[config.mk]
export PLATFORM = sky130hd
export DESIGN_NAME = surf_cmd_decode
export DESIGN_NICKNAME = d
export VERILOG_FILES = /design/src/rtl/surf_cmd_decode.sv
export SDC_FILE = /design/constraint.sdc
export NUM_CORES = 1
export LEC_CHECK = 0
export ABC_AREA = 1
export BUFFER_PORTS_ARGS = -buffer_cell sky130_fd_sc_hd__buf_2
export CAP_MARGIN = 40
export CORE_MARGIN = 2
export CORE_UTILIZATION = 35
export CTS_CLUSTER_SIZE = 30
export DETAILED_ROUTE_END_ITERATION = 7
export GPL_TIMING_DRIVEN = 0
export HOLD_SLACK_MARGIN = 0.02
export PLACE_DENSITY = 0.58
export SYNTH_ARGS = -nofsm -noshare
export SYNTH_HDL_FRONTEND = slang
export SYNTH_HIERARCHICAL = 1
export SYNTH_SLANG_ARGS = --single-unit
[constraint.sdc]
create_clock -name sysclk_i -period 2.54 [get_ports sysclk_i]
set_input_delay 0.254 -clock sysclk_i [delete_from_list [all_inputs] [get_ports sysclk_i]]
set_output_delay 0.254 -clock sysclk_i [all_outputs]
set_load 0.01 [all_outputs]
[src/rtl/surf_cmd_decode.sv]
// surf_cmd_decode: SURF-side rackbus command word receiver.
// Tracks the 8-cycle command phase, captures one word per frame and
// unpacks it into mode1 / runcmd / trig AXI4-Stream holding registers
// plus a one-cycle PPS pulse. Misaligned strobes drop lock and are counted.

// Single-entry stream holding register. A load that finds the slot
// occupied and not draining this cycle is dropped and flagged.
module surf_cmd_hold #(
  parameter int W = 8
) (
  input  logic         sysclk_i,
  input  logic         rst_i,
  input  logic         load_i,
  input  logic [W-1:0] data_i,
  input  logic         tready_i,
  output logic         tvalid_o,
  output logic [W-1:0] tdata_o,
  output logic         ovf_o
);
  logic         valid_q;
  logic [W-1:0] data_q;
  logic         blocked;

  // Slot stays busy this cycle only if it holds data and no handshake occurs.
  assign blocked = valid_q && !tready_i;
  assign ovf_o   = load_i && blocked;

  // Load frees/refills the slot; a handshake without a load empties it.
  always_ff @(posedge sysclk_i or posedge rst_i) begin
    if (rst_i) begin
      valid_q <= 1'b0;
      data_q  <= '0;
    end else if (load_i && !blocked) begin
      valid_q <= 1'b1;
      data_q  <= data_i;
    end else if (valid_q && tready_i) begin
      valid_q <= 1'b0;
    end
  end

  assign tvalid_o = valid_q;
  assign tdata_o  = data_q;
endmodule

module surf_cmd_decode #(
  parameter int RUNCMD_BITS = 2,
  parameter int TRIG_BITS   = 15
) (
  input  logic                   sysclk_i,
  input  logic                   rst_i,
  input  logic                   sync_i,
  input  logic [31:0]            command_i,
  input  logic                   command_valid_i,
  output logic [7:0]             mode1_tdata,
  output logic [1:0]             mode1_tuser,
  output logic                   mode1_tvalid,
  input  logic                   mode1_tready,
  output logic [RUNCMD_BITS-1:0] runcmd_tdata,
  output logic                   runcmd_tvalid,
  input  logic                   runcmd_tready,
  output logic [TRIG_BITS-1:0]   trig_tdata,
  output logic                   trig_tvalid,
  input  logic                   trig_tready,
  output logic                   pps_o,
  output logic                   locked_o,
  output logic [2:0]             overflow_o,
  output logic [15:0]            err_count_o,
  input  logic                   clear_i
);
  logic [2:0]  phase_q;
  logic [2:0]  phase_cur;
  logic        locked_q, locked_d;
  logic        pps_q;
  logic [2:0]  ovf_q, ovf_d;
  logic [15:0] err_q, err_d;
  logic        misalign, capture, ignore;
  logic        load_m1, load_rc, load_tr;
  logic [2:0]  ovf_set;
  logic [9:0]  m1_word;
  logic        unused_rsvd;

  // The sync cycle itself is phase 0, regardless of the counter.
  assign phase_cur = sync_i ? 3'd0 : phase_q;
  assign misalign  = command_valid_i && (phase_cur != 3'd7);
  assign capture   = command_valid_i && (phase_cur == 3'd7) && locked_q;
  assign ignore    = command_i[31];

  // NOOP mode1 is type 0 with data 0; anything else is a real byte.
  assign load_m1 = capture && !ignore && (command_i[27:18] != 10'd0);
  assign load_rc = capture && !ignore && (command_i[28 +: RUNCMD_BITS] != '0);
  assign load_tr = capture && !ignore && command_i[15];

  // Reserved bits are intentionally discarded.
  assign unused_rsvd = ^command_i[17:16];

  // Frame phase: sync loads 1 so the following cycle is phase 1.
  always_ff @(posedge sysclk_i or posedge rst_i) begin
    if (rst_i) phase_q <= 3'd0;
    else       phase_q <= sync_i ? 3'd1 : phase_q + 3'd1;
  end

  // Sync wins over a same-cycle misaligned strobe; the error still counts.
  always_comb begin
    locked_d = locked_q;
    if (sync_i)        locked_d = 1'b1;
    else if (misalign) locked_d = 1'b0;
    err_d = err_q;
    if (clear_i)                          err_d = 16'd0;
    else if (misalign && err_q != 16'hFFFF) err_d = err_q + 16'd1;
    ovf_d = clear_i ? 3'd0 : (ovf_q | ovf_set);
  end

  // Lock, error counter, sticky overflow and PPS registers.
  always_ff @(posedge sysclk_i or posedge rst_i) begin
    if (rst_i) begin
      locked_q <= 1'b0;
      err_q    <= 16'd0;
      ovf_q    <= 3'd0;
      pps_q    <= 1'b0;
    end else begin
      locked_q <= locked_d;
      err_q    <= err_d;
      ovf_q    <= ovf_d;
      pps_q    <= capture && command_i[30];
    end
  end

  surf_cmd_hold #(.W(10)) u_mode1 (
    .sysclk_i(sysclk_i), .rst_i(rst_i), .load_i(load_m1),
    .data_i  (command_i[27:18]), .tready_i(mode1_tready),
    .tvalid_o(mode1_tvalid), .tdata_o(m1_word), .ovf_o(ovf_set[0])
  );

  surf_cmd_hold #(.W(RUNCMD_BITS)) u_runcmd (
    .sysclk_i(sysclk_i), .rst_i(rst_i), .load_i(load_rc),
    .data_i  (command_i[28 +: RUNCMD_BITS]), .tready_i(runcmd_tready),
    .tvalid_o(runcmd_tvalid), .tdata_o(runcmd_tdata), .ovf_o(ovf_set[1])
  );

  surf_cmd_hold #(.W(TRIG_BITS)) u_trig (
    .sysclk_i(sysclk_i), .rst_i(rst_i), .load_i(load_tr),
    .data_i  (command_i[0 +: TRIG_BITS]), .tready_i(trig_tready),
    .tvalid_o(trig_tvalid), .tdata_o(trig_tdata), .ovf_o(ovf_set[2])
  );

  assign mode1_tuser = m1_word[9:8];
  assign mode1_tdata = m1_word[7:0];
  assign pps_o       = pps_q;
  assign locked_o    = locked_q;
  assign overflow_o  = ovf_q;
  assign err_count_o = err_q;
endmodule

==> results of run 1 <==
## report_power, final
group	total, mW	internal, mW	switching (mW)
combinational	0.191	0.0799	0.111
clock	0.564	0.294	0.270
sequential	0.926	0.901	0.0247
## flip-flops by register name, summed over array words and instances (netlist names)
register	cells
phase_q	3
u_trig/tvalid_o	1
overflow_o	3
u_mode1/tdata_o	10
u_runcmd/tvalid_o	1
u_runcmd/tdata_o	2
u_mode1/tvalid_o	1
locked_o	1
err_count_o	16
pps_o	1
u_trig/tdata_o	15
## final timing paths
check | slack [ns] | end | depth (start not counted) | startpoint
worst min-delay path | 0.14 | phase_q[1] | 2 | sync_i
min in group asynchronous | 0.38 | u_runcmd/tvalid_o | 3 | rst_i
max in group asynchronous | 1.52 | u_trig/tdata_o[10] | 3 | rst_i
worst max-delay path | 0.87 | err_count_o[10] | 10 | err_count_o[1]
worst min register to register | 0.48 | u_trig/tdata_o[13] | 2 | u_trig/tdata_o[13]
worst max register to register | 0.87 | err_count_o[10] | 10 | err_count_o[1]
## cells by family after synthesis
logic type | count (synthesis) | synth area share, %
and+or+nand+nor | 231 | 38.19
DFF | 54 | 50.80
buffers and inverters | 40 | 7.243
AOI/OAI and AO/OA | 6 | 1.176
xor gates and xnor gates | 5 | 1.646
adders and majority gates | 2 | 0.9406
## per-layer routing
layer	part of all wire [%]	vias up	GRT usage, %
met1	47	1142	20.32
met4	0.63	0	3.030
met2	47	66	26.98
li1	-	1254	-
met3	5.9	6	3.817
met5	0	-	0
## worst reg2reg max path: cells and delay by family (launching register included)
| kind | cells | cell delay (ns) |
|---|---|---|
| adder cells (fa/ha/maj) | 1 | 0.24 |
| buffers and inverters | 1 | 0.16 |
| flip-flops | 1 | 0.42 |
| AND/OR/NAND/NOR | 8 | 0.79 |
## cell usage after synthesis, types with 2 or more instances
cell type	n	area, um2
xor2_1	4	35.03
dfrtp_1	54	1351
nand2_1	124	465.5
nand3_1	42	210.2
nor2_4	3	33.78
o21ai_0	2	10.01
a21oi_1	2	10.01
ha_1	2	25.02
nand2_4	3	33.78
nor2_2	2	12.51
nand2_2	4	25.02
buf_6	4	45.04
buf_4	3	22.52
nor2_1	39	146.4
nand4_1	9	56.30
inv_1	30	112.6
## repair_timing
action,CTS,global route
hold buffers,1,0
endpoints found under the setup margin,0,0
endpoints found under the hold margin,16,0
buffers inserted,0,0
## final cells by class
type | count | area (um2)
multi-input cells | 244 | 1116
clock buffers | 6 | 72.57
clock inverters | 2 | 37.54
inverters | 31 | 116.4
fillers | 773 | 3920
repair buffers | 90 | 478.0
flip-flops and latches | 54 | 1351
well taps | 99 | 123.9
plain buffers | 9 | 76.32
==> results.sh, run 1 <==
export IMPL_final_hold_viol_count=0
export IMPL_drive_gt1_share_pct=26.83
export IMPL_ys_types=27
export IMPL_leakage_nw=1.963
export IMPL_final_cell_mix="nand2_1, buf_2, dfrtp_1"
export IMPL_finalClockSkew_ns=0.01201
export IMPL_drt_iter0_drc=32
export IMPL_antenna_left=0
export IMPL_hold_path_class="in -> reg"
export IMPL_rsz0062_at_grt="false"
export IMPL_arrival_ns=1.91
export IMPL_p_total_mw=1.680
export IMPL_dr_pass1_iters=4
export IMPL_setup_viol=0
export IMPL_vias=2468
export IMPL_start_util_pct=36.48
export IMPL_synth_cells=338
export IMPL_design_core_area_um2=7292
export IMPL_crit_chain="ha_1 -> nand2_1 -> nor2_4 -> nand2_2 -> nor2_4 -> nor2_2 -> nor2_4 -> buf_6 -> nand2_1 -> nand2_1"
export IMPL_synthArstFlopShare_pct=100.0
export IMPL_dp_cells=526
export IMPL_ys_flop_type="dfrtp_1"
export IMPL_grt_max_degree=17
export IMPL_final_nets=477
export IMPL_finalNonFillerCells=535
export IMPL_port_buffers=88
export IMPL_vias_per_cell=4.613
export IMPL_worstSkewPairLatency_ns=0.30
export IMPL_syn_nets=380
export IMPL_fin_tns_setup_ns=0
export IMPL_clock_fmax_ghz=0.5985
export IMPL_cts_buffers=5
export IMPL_place_area_um2=3252
export IMPL_path_class="reg -> reg"
export IMPL_h_tree_depth=2
export IMPL_cp_start_kind="register"
export IMPL_die_w_um=91.18
export IMPL_cts_max_path_buffers=2
export IMPL_cts_resized=0
export IMPL_rows=31
export IMPL_setup_ws_ns=0.8693
export IMPL_cp_end_kind="register"
export IMPL_clkTransAtPathRegs_ns=0.09
export IMPL_critPathSlowestCell="dfrtp_1"
export IMPL_clock_sinks=54
export IMPL_dp_slack_ns=0.8363
export IMPL_synth_seq_cells=54
export IMPL_wire_per_inst_um=11.80
export IMPL_fin_crit_sh_pct=65.78
export IMPL_status="complete, no violations"
export IMPL_cts_tree="built"
export IMPL_critPathTopFamily="simple AND/OR/NAND/NOR gates"
export IMPL_wl_um=6315
export IMPL_route_detailed_drc=0
export IMPL_overflow=0
export IMPL_cts_root_buf="clkbuf_8"
export IMPL_ir_drop_mv=0.2108
export IMPL_grt_pass1_vias=2373
export IMPL_pwr_density_cell_nw_per_um2=498.3
export IMPL_crit_fanout=10
export IMPL_antenna_found_initial=0
export IMPL_num_io_pins=91
export IMPL_holdWs_ns=0.1364
export IMPL_area_growth_pct=26.76
export IMPL_ys_warn_count=6
export IMPL_post_route_util_pct=46.24
export IMPL_grt_usage_pct=15.73
export IMPL_drv_slew=0
export IMPL_dp_hpwl_um=4935
export IMPL_antenna_cells=0
export IMPL_relSlewSlack_pct=58.48
export IMPL_die_area_um2=8314
export IMPL_syn_area_um2=2660
export IMPL_final_common_cell="nand2_1"
export IMPL_crit_required_ns=2.78
export IMPL_grt_pass1_wl_um=10850
export IMPL_cpPeakStageDelay_ns=0.42
export IMPL_syn_avg_cell_area_um2=7.870
export IMPL_synth_edff_count=0
export IMPL_ys_seq_area_share_pct=50.80
export IMPL_dieHeight_um=91.18
export IMPL_gp_congestion=0.8484
export IMPL_crit_buf_inv=1
export IMPL_layout_min_cycle_time_ns=1.671
export IMPL_worst_slew_pin_slew_ns=0.6221
export IMPL_drv_cap=0
export IMPL_design_area_um2=3372
No activity file was read; power rests on OpenSTA's default activity.
==> run 2: changes to the inputs <==
==> constraint.sdc (replaced) <==
create_clock -name sysclk_i -period 1.75 [get_ports sysclk_i]
set_input_delay 0.175 -clock sysclk_i [delete_from_list [all_inputs] [get_ports sysclk_i]]
set_output_delay 0.175 -clock sysclk_i [all_outputs]
set_load 0.01 [all_outputs]
==> results.sh, run 2 (synthesis gave the netlist of run 1 again) <==
export IMPL_status="complete, no violations"
export IMPL_critPathSlowestCell="dfrtp_1"
export IMPL_vias_per_cell=4.626
export IMPL_finalClockSkew_ns=0.01211
export IMPL_largest_reg_flops=16
export IMPL_die_w_um=91.18
export IMPL_antenna_found_initial=0
export IMPL_place_area_um2=3252
export IMPL_design_core_area_um2=7292
export IMPL_wl_um=6327
export IMPL_die_area_um2=8314
export IMPL_cpPeakStageDelay_ns=0.46
export IMPL_cts_root_buf="clkbuf_8"
export IMPL_dp_cells=526
export IMPL_p_total_mw=2.448
export IMPL_drv_slew=0
export IMPL_grt_pass1_wl_um=10850
export IMPL_wire_per_inst_um=11.78
export IMPL_dieHeight_um=91.18
export IMPL_cts_tree="built"
export IMPL_worst_slew_pin_slew_ns=0.6218
export IMPL_antenna_left=0
export IMPL_fin_crit_sh_pct=91.64
export IMPL_path_class="reg -> reg"
export IMPL_crit_chain="ha_4 -> nand2_1 -> nor2_4 -> nand2_2 -> nor2_4 -> nor2_2 -> clkbuf_4 -> nand4_1 -> nand2_1"
export IMPL_clkTransAtPathRegs_ns=0.09
export IMPL_cp_start_kind="register"
export IMPL_finalNonFillerCells=537
export IMPL_gp_congestion=0.8484
export IMPL_reg2regPathDepth=9
export IMPL_route_detailed_drc=0
export IMPL_final_nets=479
export IMPL_multi_input_area_um2=1142
export IMPL_relSlewSlack_pct=58.50
export IMPL_area_growth_pct=28.41
export IMPL_port_buffers=88
export IMPL_final_cell_mix="nand2_1, buf_2, dfrtp_1"
export IMPL_num_io_pins=91
export IMPL_final_hold_viol_count=0
export IMPL_design_area_um2=3416
export IMPL_final_common_cell="nand2_1"
export IMPL_dp_hpwl_um=4935
export IMPL_cp_end_kind="register"
export IMPL_ir_drop_mv=0.3061
export IMPL_crit_required_ns=1.94
export IMPL_h_tree_depth=2
export IMPL_hold_path_class="in -> reg"
export IMPL_layout_min_cycle_time_ns=1.604
export IMPL_leakage_nw=1.974
export IMPL_dr_pass1_iters=4
export IMPL_antenna_cells=0
export IMPL_arrival_ns=1.80
export IMPL_rows=31
export IMPL_vias=2484
export IMPL_drive_gt1_share_pct=28.08
export IMPL_drt_iter0_drc=52
export IMPL_cts_max_path_buffers=2
export IMPL_drv_cap=0
export IMPL_overflow=0
export IMPL_setup_viol=0
export IMPL_clock_sinks=54
export IMPL_seqCellArea_um2=1351
export IMPL_grt_max_degree=17
export IMPL_fill_cells=769
export IMPL_grt_usage_pct=15.73
export IMPL_crit_fanout=10
export IMPL_cts_buffers=5
export IMPL_holdPathStages=2
export IMPL_worstSkewPairLatency_ns=0.30
export IMPL_clock_fmax_ghz=0.6236
export IMPL_grt_pass1_vias=2373
export IMPL_start_util_pct=36.48
export IMPL_pwr_density_cell_nw_per_um2=716.7
[run 2: cell count changes in the layout (fill, tap and decap cells not counted), sizes merged]
cell,before,now
buf,97,98
clkbuf,7,8
[run 2: path summary, 6_finish.rpt]
kind                               startpoint                  to  slack, ns
max                            err_count_o[0]     err_count_o[11]       0.15
max reg2reg                    err_count_o[0]     err_count_o[11]       0.15
min                                    sync_i          phase_q[1]       0.06
min in group asynchronous               rst_i   u_runcmd/tvalid_o       0.30
min reg2reg                u_trig/tdata_o[13]  u_trig/tdata_o[13]       0.48
max in group asynchronous               rst_i      err_count_o[9]       0.81
[run 2: final cells by class]
class	instances	share of cell area (%)
Timing Repair Buffer	92	14.43
Sequential cell	54	39.56
Clock buffer	6	2.125
Clock inverter	2	1.099
Tap cell	99	3.626
Buffer	9	2.308
Inverter	31	3.407
Multi-Input combinational cell	244	33.44
[run 2: layer usage]
| metal | GRT usage (%) | share of wire, % |
|---|---|---|
| met5 | 0 | 0 |
| met4 | 3.030 | 0.63 |
| met3 | 3.817 | 5.9 |
| met2 | 26.98 | 47 |
| met1 | 20.32 | 47 |
[run 2: power by group]
part           switching, mW  internal (mW)
sequential            0.0381           1.31
combinational          0.163          0.121
clock                  0.392          0.427
[run 2: per-stage QoR]
| stage | utilization, % | TNS (ns) | hold WS (ns) | setup slack, ns |
|---|---|---|---|---|
| 6_report | 46.84 | 0 | 0.05720 | 0.1463 |
| 2_1_floorplan | - | 0 | -0.07136 | 0.2199 |
| 5_1_grt | 46.84 | -0.005677 | 0.03788 | -0.003706 |
| 4_1_cts | 46.24 | 0 | 0.04362 | 0.06186 |
| 3_5_place_dp | 44.60 | 0 | 0.07683 | 0.07956 |
| 3_3_place_gp | 44.22 | 0 | 0.08597 | 0.1083 |
[run 2: repair_timing]
action | CTS | global route
buffers inserted | 0 | 2
setup endpoints to repair | 0 | 35
resized for setup | 0 | 6
hold buffers | 1 | 0
hold endpoints to repair | 40 | 0
[run 2: critical path: cells and delay by family, from the launching register on]
kind | cells | cell delay, ns
and+or+nand+nor | 7 | 0.67
buffers and inverters | 1 | 0.20
adders and majority gates | 1 | 0.18
DFF | 1 | 0.46
